### src/rtl/chip_pkg.sv
// Shared sizing constants and load-state encoding for the weight load path.
package chip_pkg;

  localparam int unsigned DATA_W    = 16;
  localparam int unsigned CNN_WORDS = 50704;
  localparam int unsigned FC_WORDS  = 11218;
  localparam int unsigned CNN_AW    = 16;
  localparam int unsigned FC_AW     = 14;

  typedef enum logic [1:0] {
    IDLE,
    LOAD_CNN,
    LOAD_FC,
    DONE
  } load_state_t;

endpackage

### src/rtl/load_counter.sv
// Word counter for one weight stream; saturates at LAST so it never wraps within a load.
module load_counter #(
  parameter int unsigned WIDTH = 16,
  parameter int unsigned LAST  = 1
) (
  input  logic             clk,
  input  logic             rst_n,
  input  logic             clr,
  input  logic             inc,
  output logic [WIDTH-1:0] count,
  output logic             is_last
);

  localparam logic [WIDTH-1:0] LAST_V = WIDTH'(LAST);

  always_ff @(posedge clk) begin
    if (!rst_n) begin
      count <= '0;
    end else if (clr) begin
      count <= '0;
    end else if (inc && !is_last) begin
      count <= count + WIDTH'(1);
    end
  end

  assign is_last = (count == LAST_V);

endmodule

### src/rtl/weight_loader.sv
// Streams CNN then FC weight words into their RAMs, one write per accepted word.
module weight_loader #(
  parameter int unsigned DATA_W    = chip_pkg::DATA_W,
  parameter int unsigned CNN_WORDS = chip_pkg::CNN_WORDS,
  parameter int unsigned FC_WORDS  = chip_pkg::FC_WORDS,
  parameter int unsigned CNN_AW    = chip_pkg::CNN_AW,
  parameter int unsigned FC_AW     = chip_pkg::FC_AW
) (
  input  logic              clk,
  input  logic              rst_n,
  input  logic              load_start,
  input  logic [DATA_W-1:0] cnn_word,
  input  logic              cnn_valid,
  output logic              cnn_ready,
  input  logic [DATA_W-1:0] fc_word,
  input  logic              fc_valid,
  output logic              fc_ready,
  output logic [CNN_AW-1:0] cnn_address,
  output logic [DATA_W-1:0] cnn_data_in,
  output logic              cnn_write_enable,
  output logic [FC_AW-1:0]  fc_address,
  output logic [DATA_W-1:0] fc_data_in,
  output logic              fc_write_enable,
  output logic              finish_cnn,
  output logic              finish_fc,
  output logic              done,
  output logic              busy
);
  import chip_pkg::*;

  load_state_t       state, state_next;
  logic              cnn_acc, fc_acc, start_load;
  logic              cnn_ready_d, fc_ready_d, busy_d;
  logic [CNN_AW-1:0] cnn_count;
  logic [FC_AW-1:0]  fc_count;
  logic              cnn_last, fc_last;

  assign cnn_acc    = cnn_valid & cnn_ready;
  assign fc_acc     = fc_valid & fc_ready;
  assign start_load = load_start & ((state == IDLE) | (state == DONE));

  always_ff @(posedge clk) begin
    if (!rst_n) state <= IDLE;
    else        state <= state_next;
  end

  always_comb begin
    state_next = state;
    unique case (state)
      IDLE:     if (load_start)          state_next = LOAD_CNN;
      LOAD_CNN: if (cnn_acc && cnn_last) state_next = LOAD_FC;
      LOAD_FC:  if (fc_acc && fc_last)   state_next = DONE;
      DONE:     if (load_start)          state_next = LOAD_CNN;
      default:                           state_next = IDLE;
    endcase
  end

  // Readies and busy are decoded from the next state so the flops track the state exactly.
  always_comb begin
    cnn_ready_d = 1'b0;
    fc_ready_d  = 1'b0;
    busy_d      = 1'b0;
    unique case (state_next)
      LOAD_CNN: begin cnn_ready_d = 1'b1; busy_d = 1'b1; end
      LOAD_FC:  begin fc_ready_d  = 1'b1; busy_d = 1'b1; end
      default:  ;
    endcase
  end

  always_ff @(posedge clk) begin
    if (!rst_n) begin
      cnn_ready        <= 1'b0;
      fc_ready         <= 1'b0;
      busy             <= 1'b0;
      cnn_address      <= '0;
      cnn_data_in      <= '0;
      cnn_write_enable <= 1'b0;
      fc_address       <= '0;
      fc_data_in       <= '0;
      fc_write_enable  <= 1'b0;
      finish_cnn       <= 1'b0;
      finish_fc        <= 1'b0;
      done             <= 1'b0;
    end else begin
      cnn_ready        <= cnn_ready_d;
      fc_ready         <= fc_ready_d;
      busy             <= busy_d;
      cnn_write_enable <= cnn_acc;
      fc_write_enable  <= fc_acc;
      if (cnn_acc) begin
        cnn_address <= cnn_count;
        cnn_data_in <= cnn_word;
      end
      if (fc_acc) begin
        fc_address <= fc_count;
        fc_data_in <= fc_word;
      end
      // done follows one cycle into DONE; a reload clears all flags on the same edge.
      if (start_load) begin
        finish_cnn <= 1'b0;
        finish_fc  <= 1'b0;
        done       <= 1'b0;
      end else begin
        if (cnn_acc && cnn_last) finish_cnn <= 1'b1;
        if (fc_acc && fc_last)   finish_fc  <= 1'b1;
        if (state == DONE)       done       <= 1'b1;
      end
    end
  end

  load_counter #(
    .WIDTH (CNN_AW),
    .LAST  (CNN_WORDS - 1)
  ) u_cnn_counter (
    .clk     (clk),
    .rst_n   (rst_n),
    .clr     (start_load),
    .inc     (cnn_acc),
    .count   (cnn_count),
    .is_last (cnn_last)
  );

  load_counter #(
    .WIDTH (FC_AW),
    .LAST  (FC_WORDS - 1)
  ) u_fc_counter (
    .clk     (clk),
    .rst_n   (rst_n),
    .clr     (start_load),
    .inc     (fc_acc),
    .count   (fc_count),
    .is_last (fc_last)
  );

endmodule

### config.mk
export PLATFORM = sky130hd
export DESIGN_NAME = weight_loader
export DESIGN_NICKNAME = d
export VERILOG_FILES = /design/src/rtl/chip_pkg.sv /design/src/rtl/load_counter.sv /design/src/rtl/weight_loader.sv
export SDC_FILE = /design/constraint.sdc
export NUM_CORES = 1
export LEC_CHECK = 0
export ABC_AREA = 1
export BUFFER_PORTS_ARGS = -buffer_cell sky130_fd_sc_hd__buf_2
export CAP_MARGIN = 20
export CORE_MARGIN = 1.5
export CORE_UTILIZATION = 48
export CTS_CLUSTER_DIAMETER = 100
export CTS_CLUSTER_SIZE = 10
export DETAILED_ROUTE_END_ITERATION = 6
export PLACE_DENSITY_LB_ADDON = 0.25
export SLEW_MARGIN = 5
export SYNTH_ARGS = -nofsm -noshare
export SYNTH_HDL_FRONTEND = slang
export SYNTH_HIERARCHICAL = 1
export SYNTH_SLANG_ARGS = --single-unit
### constraint.sdc
create_clock -name clk -period 1.9 [get_ports clk]
set_input_delay 0.095 -clock clk [delete_from_list [all_inputs] [get_ports clk]]
set_output_delay 0.095 -clock clk [all_outputs]
set_load 0.01 [all_outputs]
# Word level (Yosys, flattened, before mapping)
# Index checks and enable logic that the tools add are counted.
# word_totals
reg_bits	102
input_bits	37
out_inout_bits	70
wordCells	46
# classes
addsub	2
n_eq_ne	7
muxes	7
bitwise_logic	5
n_reduce_logical	10
# op_table
op	n
16-bit by 1-bit adder with 16-bit output, second input constant	1
16-bit equality test, second input constant	1
14-bit by 1-bit adder with 14-bit output, second input constant	1
14-bit equality test, second input constant	1
2-bit equality test, second input constant	3
2-bit two-way mux	3
2-bit case mux with 3 select lines	1
2-bit OR reduction	3
2-bit by 1-bit equality test with 1-bit output, second input constant	2
1-bit logical AND	4
1-bit AND	3
1-bit two-way mux	3
1-bit zero test	2
2-bit zero test	1
1-bit NOT	1
1-bit bitwise OR	1

# Depth between registers and ports, before layout
# Gate-level depths: netlist (run 1).
# logic_depth
word_depth	7
depth_mapped	13
mapped_depth_nobuf	13

# Hierarchy
# The synthesis (run 1) kept the hierarchy.
# by_module_without_submodules
mod	n_inst	cells_per_inst	area_per_inst_um2	seq_area_each_um2
weight_loader	1	325	2626.3	1441.4
load_counter (u_fc_counter)	1	163	964.7	280.3
load_counter (u_cnn_counter)	1	144	934.6	320.3

# Worst setup path before layout (run 1)
# No wires, ideal clock.
# synth_timing
path_kind	flip-flop to flip-flop
startpoint	reg u_cnn_counter.count[0]
endpoint	reg busy
setup_ps	64
arrival_time_ps	1808
t_required_ps	1836
path_slack_ps	28
path_stages_with_launch	11
path_buffers	0
synth_period_minus_slack_ps	1872
path_cell_list	dfxtp_1 ha_1 nand3_2 or2_1 nor3_1 nand2_4 nand3_1 nand2_1 inv_2 ha_1 nor2_1
# synth_between
elab_chain_cells	7
elab_cells_between_ends	8
cone_classes	eq/ne: 3; mux: 3; reduce/logical: 2
# synth_lines
item	line	rtl
from (decl)	load_counter.sv:10	output logic [WIDTH-1:0] count,
from (signal assigned)	load_counter.sv:22	count <= count + WIDTH'(1);
16-bit equality test *	load_counter.sv:26	assign is_last = (count == LAST_V);
net cnn_last	weight_loader.sv:36	logic cnn_last, fc_last;
1-bit logical AND *	weight_loader.sv:51	LOAD_CNN: if (cnn_acc && cnn_last) state_next = LOAD_FC;
2-bit two-way mux *	weight_loader.sv:51	
2-bit case mux with 3 select lines *	weight_loader.sv:49	unique case (state)
net state_next[1]	weight_loader.sv:31	load_state_t state, state_next;
2-bit equality test / 2-bit by 1-bit equality test with 1-bit output (equally long branches)	weight_loader.sv:63	unique case (state_next)
2-bit OR reduction (no line) *	-	
1-bit two-way mux *	weight_loader.sv:63	
to (signal assigned)	weight_loader.sv:87	busy <= busy_d;
to (decl)	weight_loader.sv:27	output logic busy
# Mark *: on every way through the listed nets, which the timed path passes. The rest lies on a longest branch.
# A chain may end at the register's enable or synchronous reset.

# Worst setup path in the final report (run 1)
# Ends and elaborated chain as after synthesis.

==> summary.txt, run 1 <==
Global routing
  – Total gr overflow: 0
  – Initial antenna violation count: 0
  – Vias in the first global route: 4248
  – Largest net degree at the start of global routing: 34
  – GRT Util Overall: 23.3%
  – First-pass GRT wire length: 18.9 mm

Critical path
  – Critical Path Start Type: flip-flop
  – Reg-to-reg setup timing slack: 0.16 ns
  – FF-to-FF Start: u_cnn_counter/count[0]$_SDFFE_PP0P_
  – Crit-path max FO: 3
  – Crit path required time: 2.20 ns
  – Critical path endpoint category: flip-flop
  – Worst flop-to-flop path endpoint: busy$_SDFF_PN0_
  – Worst Reg-to-Reg Cells: 10
  – Worst path arrival time: 2.04 ns
  – Critical path class: reg2reg

Die
  – Chip width: 100 microns
  – Initial Util: 49.2%
  – Die H: 100 microns
  – Die Area: 10000 sq um
  – FP Rows: 35
  – Core region area: 9200 sq um
  – I/O Pins: 107

Routing
  – DRT antenna net count: 0
  – Highest Signal Layer: met4
  – Met3 routed wirelength: 653 microns
  – DRT iter0 DRCs: 186
  – Routed WL: 11.3 mm
  – Post-DR vias/cell: 5.03
  – Routed met2 length: 5.25 mm
  – Drt first pass iters: 5
  – # DRC: 0
  – WL met1: 5.27 mm
  – Vias: 4483
  – WL/cell: 12.7 microns

Layout
  – Final nets: 819
  – ANT cells: 0
  – Synth-to-Final Area Change: 25.5%
  – Fin cells: 891
  – Share of cells above drive strength 1: 22.3%
  – Final instance area: 5680 sq um
  – Layout Utilization: 61.8%

Synthesis
  – Cell Area, Synth: 4530 sq um
  – Ys async rst share: 0%
  – Leading cell type by number of instances after synthesis: nor2_1
  – Mapped Cells: 632
  – Cell taking the most area after synthesis: dfxtp_1
  – Yosys reg bits: 102
  – Number of flops mapped to enable cells by yosys: 0
  – Top_reg_cell synth: dfxtp_1
  – Post-synthesis sequential area ratio: 45.1%
  – Synth cell count leaders: nor2_1 (187), dfxtp_1 (102), nand2_1 (95)
  – Synth Area per Inst: 7.16 sq um
  – Post-synth top area share: 45.1%
  – Synth Warn #: 6
  – Library cells used by synthesis: 30
  – Top area cells in the synthesized netlist: dfxtp_1 (45%), nor2_1 (16%), nand2_1 (7.9%), o21ai_0 (7.6%), inv_1 (3.6%)
  – Synth Net Count: 676

Clocking
  – Clock root buffer master: clkbuf_8
  – Clock Sinks: 102
  – Buffer depth of the longest clock path: 2
  – Number of H-tree levels: 3
  – CTS Buf Count: 9
  – CTS tree: built
  – Clk slew on worst S/H paths: 0.11 ns
  – Worst-skew pair later-pin latency: 0.37 ns

STA
  – Worst-Margin Slew: 0.326 ns
  – Sum Neg Setup Slack: 0 ns
  – Worst setup margin: 0.164 ns
  – Slew HR: 78.2%
  – Highest Clock Rate: 576 MHz
  – Final Setup Violations: 0
  – RSZ-0062 raised after global routing: no
  – Hold slack: 0.0116 ns
  – Final Hold Viols: 0
  – Clk_skew: 0.0180 ns
  – Min cycle time layout: 1.74 ns
  – Max Slew Vio Count: 0
  – Final Cycle Share: 91.4%

Min path
  – Hold Crit Start: cnn_word[13]
  – Worst hold-check path type: in2reg
  – Hold Path End: cnn_data_in[13]$_SDFFE_PN0N_
  – Hold path cells: 3

Power
  – Sw power: 1.89 mW
  – Clk pwr share: 26.0%
  – Pint: 3.67 mW
  – Pwr Total: 5.56 mW
  – Leak Pwr: 2.54 nW
  – Peak supply drop: 0.490 mV
  – Sequential Power Share: 46.5%
  – Power per cell area: 980 nW/um^2
  – Comb power frac: 27.6%
  – Sw frac: 34.0%

Placement
  – Hpwl dp: 7.88 mm
  – Placed instance area: 5170 sq um
  – Port bufs: 106
  – Routability cong.: 0.924
  – Inst Count DP: 847
  – Post-Place Worst Slack: 0.0465 ns

Status
  – Run status: completed

Job
  – Max-cap check violation count: 0
[sequential cells by signal (all words and copies together) (netlist names)]
| name | flops |
|---|---|
| cnn_address | 16 |
| cnn_data_in | 16 |
| fc_data_in | 16 |
| u_cnn_counter/count | 16 |
| fc_address | 14 |
| u_fc_counter/count | 14 |
| state | 2 |
| busy | 1 |
| cnn_ready | 1 |
| cnn_write_enable | 1 |
| done | 1 |
| fc_ready | 1 |
| fc_write_enable | 1 |
| finish_cnn | 1 |
| finish_fc | 1 |
[worst max path at each step]
stage	start	to	slack, ns
3_3_place_gp	u_cnn_counter/count[0]$_SDFFE_PP0P_	busy$_SDFF_PN0_	0.11
3_5_place_dp	u_cnn_counter/count[0]$_SDFFE_PP0P_	busy$_SDFF_PN0_	0.05
2_1_floorplan	u_cnn_counter/count[0]$_SDFFE_PP0P_	busy$_SDFF_PN0_	0.03
4_1_cts	u_cnn_counter/count[0]$_SDFFE_PP0P_	busy$_SDFF_PN0_	0.03
6_report	u_cnn_counter/count[0]$_SDFFE_PP0P_	busy$_SDFF_PN0_	0.16
5_1_grt	u_cnn_counter/count[0]$_SDFFE_PP0P_	busy$_SDFF_PN0_	0.008
[repair_timing]
| action | CTS | global route |
|---|---|---|
| resized for setup | 0 | 5 |
| hold buffers | 28 | 0 |
| setup buffers | 0 | 0 |
| endpoints found under the setup margin | 0 | 10 |
| hold endpoints to repair | 28 | 0 |
[layer usage]
| layer | up-vias | GRT usage [%] |
|---|---|---|
| met1 | 2033 | 28.7 |
| met4 | 0 | 8.45 |
| met3 | 15 | 5.15 |
| met5 | - | 0 |
| met2 | 147 | 39.9 |
| li1 | 2288 | - |
[power groups by stage]
stage                     Sequential, mW  Combinational, mW  Clock (mW)
final                               2.59               1.53        1.44
after global routing                2.62               1.75        1.57
after CTS                           2.59               1.54        1.48
after detailed placement            2.63               1.49           0
after global placement              2.62               1.46           0
after floorplan                     2.75              0.890           0
[cell families (layout without fill, tap and decap cells)]
kind of cell	count (synthesis)	in the layout	share of synthesized area (%)
fa+ha+maj	7	7	1.94
flops	102	102	45.1
buf+inv	73	221	8.40
xor+xnor	5	5	0.968
compound gates	90	90	9.95
simple gates	355	355	33.6
[critical path, cell delays in order (launching register included)]
cell,delay [ns]
dfxtp_1,0.35
ha_1,0.21
nand3_2,0.09
or2_1,0.24
nor3_2,0.19
nand2_4,0.08
nand3_1,0.07
nand2_1,0.07
inv_2,0.07
ha_1,0.22
nor2_1,0.10
[cell usage in the layout, fill, tap and decap left out]
cell type / count
nor3_1: 1
inv_8: 1
dfxtp_2: 2
clkbuf_8: 9
and2_1: 3
nand2_2: 8
nor3_2: 4
clkinv_8: 1
a21oi_1: 21
nor3_4: 2
xnor2_1: 1
nand4_1: 12
or2_1: 1
nor2_1: 187
nor2_2: 4
nand2_4: 2
inv_6: 3
buf_4: 23
ha_1: 7
nand3_2: 3
inv_2: 3
inv_1: 44
xor2_1: 4
nand3b_1: 1
buf_2: 106
dlygate4sd3_1: 28
nand3_1: 32
dfxtp_1: 100
clkinvlp_4: 2
bufinv_16: 1
o21ai_0: 69
nand2_1: 95
[area by class of cell]
cell class | instances | area, sq um
multi-input cells | 457 | 2110
clock buffers | 9 | 124
repair buffers | 157 | 983
flip-flops and latches | 102 | 2040
well taps | 111 | 139
fillers | 841 | 3520
inverters | 48 | 185
clock inverters | 7 | 90.1
Power figures use the tool's default switching activity.
==> inputs of run 2 (changes only) <==
- CORE_ASPECT_RATIO: unset -> 0.9
- CORE_UTILIZATION: 48 -> 28
- clock period: 1.9 -> 1.6 ns (I/O delays scaled with it)
==> summary.txt, run 2 (synthesized netlist as in run 1, its figures left out) <==
Routing
  – WL/cell: 12.2 microns (was 12.7 microns)
  – Vias: 4513 (was 4483)
  – DRT antenna net count: 0 (unchanged)
  – Post-DR vias/cell: 4.42 (was 5.03)
  – Routed WL: 12.5 mm (was 11.3 mm)
  – Drt first pass iters: 5 (unchanged)
  – # DRC: 0 (unchanged)
  – DRT iter0 DRCs: 221 (was 186)

Layout
  – Commonest non-fill, non-tap cells in the layout: nor2_1 (185), buf_2 (106), dfxtp_1 (96) (was nor2_1 (187), buf_2 (106), dfxtp_1 (100))
  – Final instance area: 6330 sq um (was 5680 sq um)
  – Most common cell after layout, fill and taps aside: nor2_1 (unchanged)
  – Synth-to-Final Area Change: 40.0% (was 25.5%)
  – ANT cells: 0 (unchanged)
  – Number of fill cells: 1647 (was 841)
  – Final nets: 859 (was 819)
  – Fin cells: 1022 (was 891)
  – Share of cells above drive strength 1: 28.3% (was 22.3%)

Global routing
  – First-pass GRT wire length: 20.4 mm (was 18.9 mm)
  – Initial antenna violation count: 1 (was 0)
  – Largest net degree at the start of global routing: 34 (unchanged)
  – Vias in the first global route: 4283 (was 4248)
  – GRT Util Overall: 15.5% (was 23.3%)
  – Total gr overflow: 0 (unchanged)

Clocking
  – CTS tree: built (unchanged)
  – Number of H-tree levels: 3 (unchanged)
  – Clk slew on worst S/H paths: 0.07 ns (was 0.11 ns)
  – Worst-skew pair later-pin latency: 0.35 ns (was 0.37 ns)
  – CTS Buf Count: 9 (unchanged)
  – Buffer depth of the longest clock path: 2 (unchanged)
  – Clock Sinks: 102 (unchanged)
  – Clock root buffer master: clkbuf_16 (was clkbuf_8)

Job
  – Max-cap check violation count: 0 (unchanged)

STA
  – Final Setup Violations: 1 (was 0)
  – Final Cycle Share: 103% (was 91.4%)
  – Highest Clock Rate: 604 MHz (was 576 MHz)
  – Max Slew Vio Count: 0 (unchanged)
  – Slew HR: 76.2% (was 78.2%)
  – Worst setup margin: -0.0556 ns (was 0.164 ns)
  – Clk_skew: 0.00439 ns (was 0.0180 ns)
  – Final Hold Viols: 0 (unchanged)
  – RSZ-0062 raised after global routing: yes (was no)
  – Worst-Margin Slew: 0.355 ns (was 0.326 ns)
  – Min cycle time layout: 1.66 ns (was 1.74 ns)

Placement
  – Inst Count DP: 971 (was 847)
  – Routability cong.: 0.814 (was 0.924)
  – Port bufs: 106 (unchanged)
  – Hpwl dp: 8.77 mm (was 7.88 mm)
  – Placed instance area: 5570 sq um (was 5170 sq um)

Die
  – Die H: 124 microns (was 100 microns)
  – Initial Util: 29.0% (was 49.2%)
  – I/O Pins: 107 (unchanged)
  – Core region area: 15600 sq um (was 9200 sq um)
  – FP Rows: 43 (was 35)
  – Chip width: 137 microns (was 100 microns)
  – Die Area: 16900 sq um (was 10000 sq um)

Critical path
  – Crit-path max FO: 3 (unchanged)
  – Crit path required time: 1.89 ns (was 2.20 ns)
  – Critical path endpoint category: flip-flop (unchanged)
  – Worst path arrival time: 1.95 ns (was 2.04 ns)
  – Worst Reg-to-Reg Cells: 10 (unchanged)
  – Critical path class: reg2reg (unchanged)
  – Critical Path Start Type: flip-flop (unchanged)

Power
  – Pwr Total: 7.81 mW (was 5.56 mW)
  – Power per cell area: 1230 nW/um^2 (was 980 nW/um^2)
  – Leak Pwr: 2.82 nW (was 2.54 nW)
  – Peak supply drop: 0.539 mV (was 0.490 mV)

Status
  – Failing checks: negative setup slack
  – Run status: complete, but fails checks (was completed)

Min path
  – Worst hold-check path type: in2reg (unchanged)
  – Hold path cells: 3 (unchanged)
[run 2: changes by cell type in the layout (fill, tap and decap cells not counted), moves of 3 or more]
cell | before | now
buf_4 | 23 | 59
clkbuf_16 | 0 | 9
clkbuf_8 | 9 | 0
dfxtp_1 | 100 | 96
ha_1 | 7 | 4
inv_1 | 44 | 41
nand2_1 | 95 | 88
nand2_2 | 8 | 15
[run 2: report_power, final]
part           switching, mW  leakage (nW)  total, mW  internal, mW
clock network           1.02         0.158       2.55          1.53
registers              0.170         0.831       3.05          2.88
logic                   1.24          1.83       2.21         0.970
[run 2: repair_timing]
action | 4_1_cts | 5_1_grt
hold buffers | 30 | 0
setup buffers | 1 | 4
resized for setup | 2 | 20
hold endpoints to repair | 30 | 0
endpoints found under the setup margin | 4 | 17
pin swaps | 2 | 10
[run 2: critical path, cell delays in order (launching register included)]
cell and delay (ns):
dfxtp_4 0.36, ha_4 0.14, nand3_4 0.07, or2_4 0.25
nor3_4 0.20, nand2_4 0.07, nand2_1 0.06, nand2_1 0.07
nand2_2 0.10, ha_4 0.20, nor2_2 0.08
[run 2: per-stage QoR]
stage / hold WS [ns] / util, % / TNS (ns) / setup WS (ns)
2_1_floorplan: 0.244 / - / -0.0881 / -0.0790
3_3_place_gp: 0.332 / 35.7 / -0.0611 / -0.0605
3_5_place_dp: 0.336 / 35.7 / -0.205 / -0.0990
4_1_cts: 0.000643 / 40.0 / -0.0163 / -0.0163
5_1_grt: 0.0511 / 40.6 / -0.531 / -0.181
6_report: 0.0190 / 40.6 / -0.0556 / -0.0556
[run 2: metal layers]
| layer | vias up | track usage (%) | part of all wire (%) |
|---|---|---|---|
| met3 | 16 | 4.23 | 6.4 |
| met4 | 0 | 5.66 | 1.6 |
| li1 | 2375 | - | - |
| met5 | - | 0 | 0 |
| met2 | 114 | 25.4 | 44 |
| met1 | 2008 | 19.5 | 48 |
[run 2: path summary, 6_finish.rpt]
path                                                          start                           to  slack, ns
worst max register to register  u_cnn_counter/count[1]$_SDFFE_PP0P_              busy$_SDFF_PN0_      -0.06
worst min register to register               finish_fc$_SDFFE_PP0P_       finish_fc$_SDFFE_PP0P_       0.45
worst min-delay path                                    cnn_word[2]  cnn_data_in[2]$_SDFFE_PN0N_       0.02
worst max-delay path            u_cnn_counter/count[1]$_SDFFE_PP0P_              busy$_SDFF_PN0_      -0.06
[run 2: cell type report]
type / instances / area, sq um / area share, %
multi-input cells: 457 / 2190 / 34.6
well taps: 202 / 253 / 3.99
flip-flops and latches: 102 / 2050 / 32.4
clock buffers: 9 / 225 / 3.56
clock inverters: 7 / 121 / 1.92
repair buffers: 197 / 1310 / 20.6
inverters: 48 / 185 / 2.92
